--- src/rtl/seq_shift_pkg.sv ---
// seq_shift_pkg: operation and state encodings shared by the shift register and its step shifter
package seq_shift_pkg;
   typedef enum logic [1:0] {OP_SLL, OP_SRL, OP_SRA, OP_ROL} op_e;
   typedef enum logic [1:0] {ST_IDLE, ST_SHIFT, ST_DONE} state_e;
endpackage

--- src/rtl/seq_shift_step.sv ---
// seq_shift_step: combinational single-bit shift/rotate of d by the given op
module seq_shift_step
   import seq_shift_pkg::*;
#(
   parameter int WIDTH = 32
) (
   input  logic [WIDTH-1:0] d,
   input  logic [1:0]       op,
   output logic [WIDTH-1:0] q
);
   always_comb
      q = op == OP_SLL ? {d[WIDTH-2:0], 1'b0} :
          op == OP_SRL ? {1'b0, d[WIDTH-1:1]} :
          op == OP_SRA ? {d[WIDTH-1], d[WIDTH-1:1]} :
                         {d[WIDTH-2:0], d[WIDTH-1]};
endmodule

--- src/rtl/seq_shift_reg.sv ---
// seq_shift_reg: parallel-load register with a one-bit-per-cycle shift/rotate engine;
// defining SEQ_SHIFT_BARREL_EN replaces the engine with a single-cycle barrel shifter
module seq_shift_reg
   import seq_shift_pkg::*;
#(
   parameter int WIDTH   = 32,
   parameter int SHAMT_W = $clog2(WIDTH)
) (
   input  logic               clk,
   input  logic               rst_n,
   input  logic               load,
   input  logic [WIDTH-1:0]   in1,
   input  logic               start,
   input  logic [1:0]         op,
   input  logic [SHAMT_W-1:0] shamt,
   output logic [WIDTH-1:0]   out1,
   output logic               busy,
   output logic               done
);
   state_e             state, state_nxt;
   op_e                op_q, op_nxt;
   logic [SHAMT_W-1:0] cnt, cnt_nxt;
   logic [WIDTH-1:0]   out_nxt, step_val;
   seq_shift_step #(.WIDTH(WIDTH)) u_step (.d(out1), .op(op_q), .q(step_val));
`ifdef SEQ_SHIFT_BARREL_EN
   localparam int NSTG = 2 ** SHAMT_W;
   logic [WIDTH-1:0] stg [NSTG];
   assign stg[0] = out1;
   // stage g holds out1 stepped g times, so shamt >= WIDTH matches the sequential result
   for (genvar g = 1; g < NSTG; g++) begin : g_stg
      seq_shift_step #(.WIDTH(WIDTH)) u_stg (.d(stg[g-1]), .op(op), .q(stg[g]));
   end
`endif
   assign busy = state == ST_SHIFT;
   assign done = state == ST_DONE;
   always_comb begin
      state_nxt = state;
      op_nxt    = op_q;
      cnt_nxt   = cnt;
      out_nxt   = out1;
      if (state != ST_SHIFT) begin
         if (load) begin
            out_nxt   = in1;
            state_nxt = ST_IDLE;
         end else if (start) begin
            op_nxt    = op_e'(op);
`ifdef SEQ_SHIFT_BARREL_EN
            out_nxt   = stg[shamt];
            state_nxt = ST_DONE;
`else
            cnt_nxt   = shamt;
            state_nxt = shamt == '0 ? ST_DONE : ST_SHIFT;
`endif
         end else begin
            state_nxt = ST_IDLE;
         end
      end else begin
         out_nxt   = step_val;
         cnt_nxt   = cnt - 1'b1;
         state_nxt = cnt == SHAMT_W'(1) ? ST_DONE : ST_SHIFT;
      end
   end
   always_ff @(posedge clk or negedge rst_n)
      if (!rst_n) begin
         state <= ST_IDLE;
         op_q  <= OP_SLL;
         cnt   <= '0;
         out1  <= '0;
      end else begin
         state <= state_nxt;
         op_q  <= op_nxt;
         cnt   <= cnt_nxt;
         out1  <= out_nxt;
      end
endmodule

--- config.mk ---
export PLATFORM = sky130hd
export DESIGN_NAME = seq_shift_reg
export DESIGN_NICKNAME = d
export VERILOG_FILES = /design/src/rtl/seq_shift_pkg.sv /design/src/rtl/seq_shift_step.sv /design/src/rtl/seq_shift_reg.sv
export SDC_FILE = /design/constraint.sdc
export NUM_CORES = 1
export LEC_CHECK = 0
export CAP_MARGIN = 25
export CORE_MARGIN = 2
export CORE_UTILIZATION = 42
export DETAILED_ROUTE_END_ITERATION = 6
export PLACE_DENSITY = 0.74
export SLEW_MARGIN = 25
export SYNTH_ARGS = -nofsm -noshare
export SYNTH_HDL_FRONTEND = slang
export SYNTH_SLANG_ARGS = --single-unit
--- constraint.sdc ---
create_clock -name clk -period 3.45 [get_ports clk]
set_input_delay 0.69 -clock clk [delete_from_list [all_inputs] [get_ports clk]]
set_output_delay 0.69 -clock clk [all_outputs]
set_load 0.02 [all_outputs]
---- After elaboration in Yosys (flattened, before gate mapping) ----
Index checks and enable logic that the tools add are counted.
storage, ports and cells
  logic and storage cells ................. 35
  register bits after elaboration ......... 41
  output and inout port bits .............. 34
  input bits .............................. 43
cells by class
  reductions and logical operators ........ 5
  multiplexer cells ....................... 13
  equal/unequal tests ..................... 10
  add/sub/neg operators ................... 1
  bitwise operators ....................... 1
operators by type and width
  operator                                                                 number
  32-bit two-way mux                                                       5
  5-bit two-way mux                                                        3
  2-bit two-way mux                                                        5
  2-bit inequality test, second input constant                             3
  5-bit by 1-bit == test with 1-bit output, second input constant          1
  5-bit logical NOT                                                        1
  5-bit by 1-bit subtractor with 5-bit output, second input constant       1
  2-bit by 1-bit == test with 1-bit output, second input constant          2
  2-bit == test, second input constant                                     2
  4-bit by 2-bit inequality test with 1-bit output, second input constant  1
  2-bit AND reduction                                                      2
  3-bit AND reduction                                                      1
  2-bit logical NOT                                                        1
  2-bit by 1-bit inequality test with 1-bit output, second input constant  1
  1-bit NOT                                                                1

---- Longest topological paths before layout ----
  word-level depth ........................ 5
  gate-level depth with buffers ........... 7
  gate-level depth less buffers ........... 5

---- Modules after synthesis ----
From an unflattened synthesis, not the netlist that was laid out.
second synthesis, totals
  cell total of the unflattened synthesis .. 226
  area, all modules ....................... 2565.0 µm²
by module, submodules not included
  module          times used  area each (µm²)  cells an instance
  seq_shift_reg   1           2015.7           185
  seq_shift_step  1           549.3            41

---- Worst setup path before layout ----
Ideal clock, no wire load.
  path type ............................... reg-to-output
  from .................................... reg state[1]
  to ...................................... out busy
  required time ........................... 2760 ps
  stages on the path, launching flop included .. 6
  arrival time ............................ 1068 ps
  setup slack ............................. 1692 ps
  cells stage by stage .................... dfrtp_1 > nand2b_1 > buf_6 > inv_4 > buf_6 > buf_2
between the ends
  longest elaborated chain between the ends .. 1
ends and longest elaborated chain
  element                                   RTL line             source
  start, declared                           seq_shift_reg.sv:20  state_e state, state_nxt;
  start signal, assigned                    seq_shift_reg.sv:70  state <= state_nxt;
  2-bit by 1-bit == test with 1-bit output  seq_shift_reg.sv:34  assign busy = state == ST_SHIFT;
  end, declared                             seq_shift_reg.sv:17  output logic busy,
No other way between the ends.

---- Final worst setup path ----
Ends and elaborated chain as after synthesis.

==> qor.yml <==
status:
  status: "finished, final reports clean"
clocking:
  ctsHtreeMaxLevel: 2
  hold_buffers: 0
  cts_tree: "yes"
  clock_latency_ns: 0.29
  cts.clk_slew.worst_paths_ns: 0.08
  cts_resized: 0
  cts-root-buf: "clkbuf_8"
  post-cts-setup-buffers: 0
  clk_path_buf_depth: 2
  cts_buffers: 5
  cts.sink_count: 41
cells_and_area:
  fin_util_pct: 59.49
  multi_input_area_um2: 1271
  num_antenna_cells: 0
  n_fill_cell: 491
  area_growth_syn_to_layout_pct: 35.63
  layout-drive-gt1-share_pct: 9.764
  nets: 341
  seqCellArea_um2: 1026
power_and_ir_drop:
  leakage_nw: 1.336
  powerDensity_nw_per_um2: 1018
  ir_worst_vdd_mv: 0.4114
setup_path:
  crit_start: "state[1]"
  worstSetupPathType: "register to primary output"
  endpoint_kind: "primary output"
  critPathLaunchType: "register"
  critPathSlowestCell: "clkdlybuf4s50_1"
  worst-path-max-fanout: 36
  r2r_cells: 5
  path_cells: "nand2b_1, inv_4, clkdlybuf4s50_1"
  r2r_start: "state[1]"
  cp.required_ns: 2.76
  cpPeakStageDelay_ns: 0.68
  arrival_ns: 2.14
detailed_routing:
  num_vias: 1977
  drt_iter0_markers: 123
  vias_per_cell: 5.358
  ant_nets: 0
  drtPass1Iterations: 4
  drc_errors: 0
  post_drt_wl_per_cell_um: 14.65
  routed_wl_mm: 5.407
run:
  drv_cap: 0
synth:
  synth.avg_cell_area_um2: 10.70
  netlist_area_um2: 2430
  yosysMostFrequentCell: "dfrtp_1"
  ys_seq_area_share_pct: 42.22
  synthDistinctLibCells: 37
  synth_warnings: 0
  synth_top_area_share_pct: 42.22
  syn_nets: 272
  synth_edf_count: 0
  synth_area_leaders: "dfrtp_1 42%, mux2i_1 14%, nor2b_1 8.2%"
  synthArstFlopShare_pct: 100.0
  netlist_instances: 227
  post-synth-top-area-cell: "dfrtp_1"
  synth-main-ff-cell: "dfrtp_1"
  ys_ff_latch: 41
  synthTopCellsByCount: "41 x dfrtp_1, 33 x mux2i_1, 32 x nor2b_1"
timing:
  slew_headroom_pct: 54.27
  setup_viol: 0
  fin_crit_ns: 2.827
  skew_ns: 0.003772
  period_share_pct: 81.93
  fmax_mhz: 353.8
  tightest_slew_ns: 0.6860
  rsz0062_at_grt: "false"
  slew_violations: 0
  tns_ns: 0
  final_hold_viol_count: 0
die:
  die_area_um2: 6410
  io_pins: 77
  die_w_um: 80.06
  die_h_um: 80.06
  rows: 27
  initial_core_util_pct: 43.86
  core_region_area_um2: 5540
place:
  gp_congestion: 0.7934
  dpl.hpwl_mm: 3.745
  io_buffer_count: 76
global_routing:
  grt-ovfl-total: 0
  grt_pass1_wl_mm: 8.783
  first_global_vias: 1837
  antenna_found_initial: 0
  grt_max_degree: 42
  grt.total_usage_pct: 17.49
worst_hold_path:
  hp-class: "primary input to asynchronous set/reset pin"
[flip-flops by register name (all words and copies together) (netlist names)]
signal	count
out1	32
op_q	2
cnt	5
state	2
[placed cells by master (no fill, tap or decap), types with 2 or more instances in the layout]
master	instances
clkdlybuf4s50_1	74
a211oi_2	8
nand2_1	2
nor2b_1	32
nand3_1	2
clkbuf_8	7
inv_1	2
a211oi_1	23
nand2b_1	2
dfrtp_1	41
and2b_1	2
mux2i_1	33
mux2_2	3
ha_1	2
a21oi_1	31
buf_2	2
and3_1	2
nor3_1	2
nor2_1	5
buf_4	3
[layer usage]
layer	GRT usage, %	share of wire, %	wire length [um]
met1	25.04	49	2659
met3	4.157	5.7	308
met2	25.83	44	2377
met5	0	0	0
met4	6.102	1.1	62
[final cells by class]
class | instances | share of cell area (%)
tap | 72 | 2.733
multi-input combinational | 165 | 38.57
clock buffer | 7 | 2.923
inverter | 3 | 0.4176
clock inverter | 1 | 0.1519
sequential | 41 | 31.13
timing repair buffer | 80 | 24.07
[through the flow]
| step | instances | total power [W] | hold WS [ns] | cell area [um^2] | setup WS [ns] |
|---|---|---|---|---|---|
| CTS | 368 | 0.003387 | 0.5444 | 3276 | 0.6202 |
| detailed placement | 360 | 0.003034 | 0.5261 | 3174 | 0.9492 |
| floorplan | 227 | 0.002427 | 0.3944 | 2430 | 1.692 |
| global placement | 360 | 0.002986 | 0.5106 | 3174 | 1.006 |
| global route | 369 | 0.003613 | 0.2633 | 3296 | 0.4894 |
| finish | 369 | 0.003354 | 0.2591 | 3296 | 0.6235 |
[power breakdown]
group          leakage (nW)  internal [W]  switching, W
registers             0.467      0.000736      0.000272
clock network        0.0542      0.000181      0.000164
logic                 0.815       0.00102      0.000977
[final timing paths]
check                          end  slack [ns]
min in group clk            cnt[4]        0.54
hold / removal              cnt[2]        0.26
setup / recovery              busy        0.62
max in group asynchronous  out1[9]        2.74
hold reg to reg             cnt[4]        0.54
setup reg to reg            cnt[3]        1.20
[logic make-up after synthesis]
kind of cell	Yosys count	synth area share [%]
fa+ha+maj	2	1.030
buf+inv	21	5.922
simple gates	53	13.23
flops	41	42.22
compound gates	72	21.32
mux	37	15.60
xor+xnor	1	0.6696
[worst max-delay path: cells and delay by family (launching register included)]
kind / cells / cell delay (ns)
flip-flops: 1 / 0.41
buffers and inverters: 2 / 1.07
AND/OR/NAND/NOR: 1 / 0.35
No activity file was read; power rests on OpenSTA's default activity.
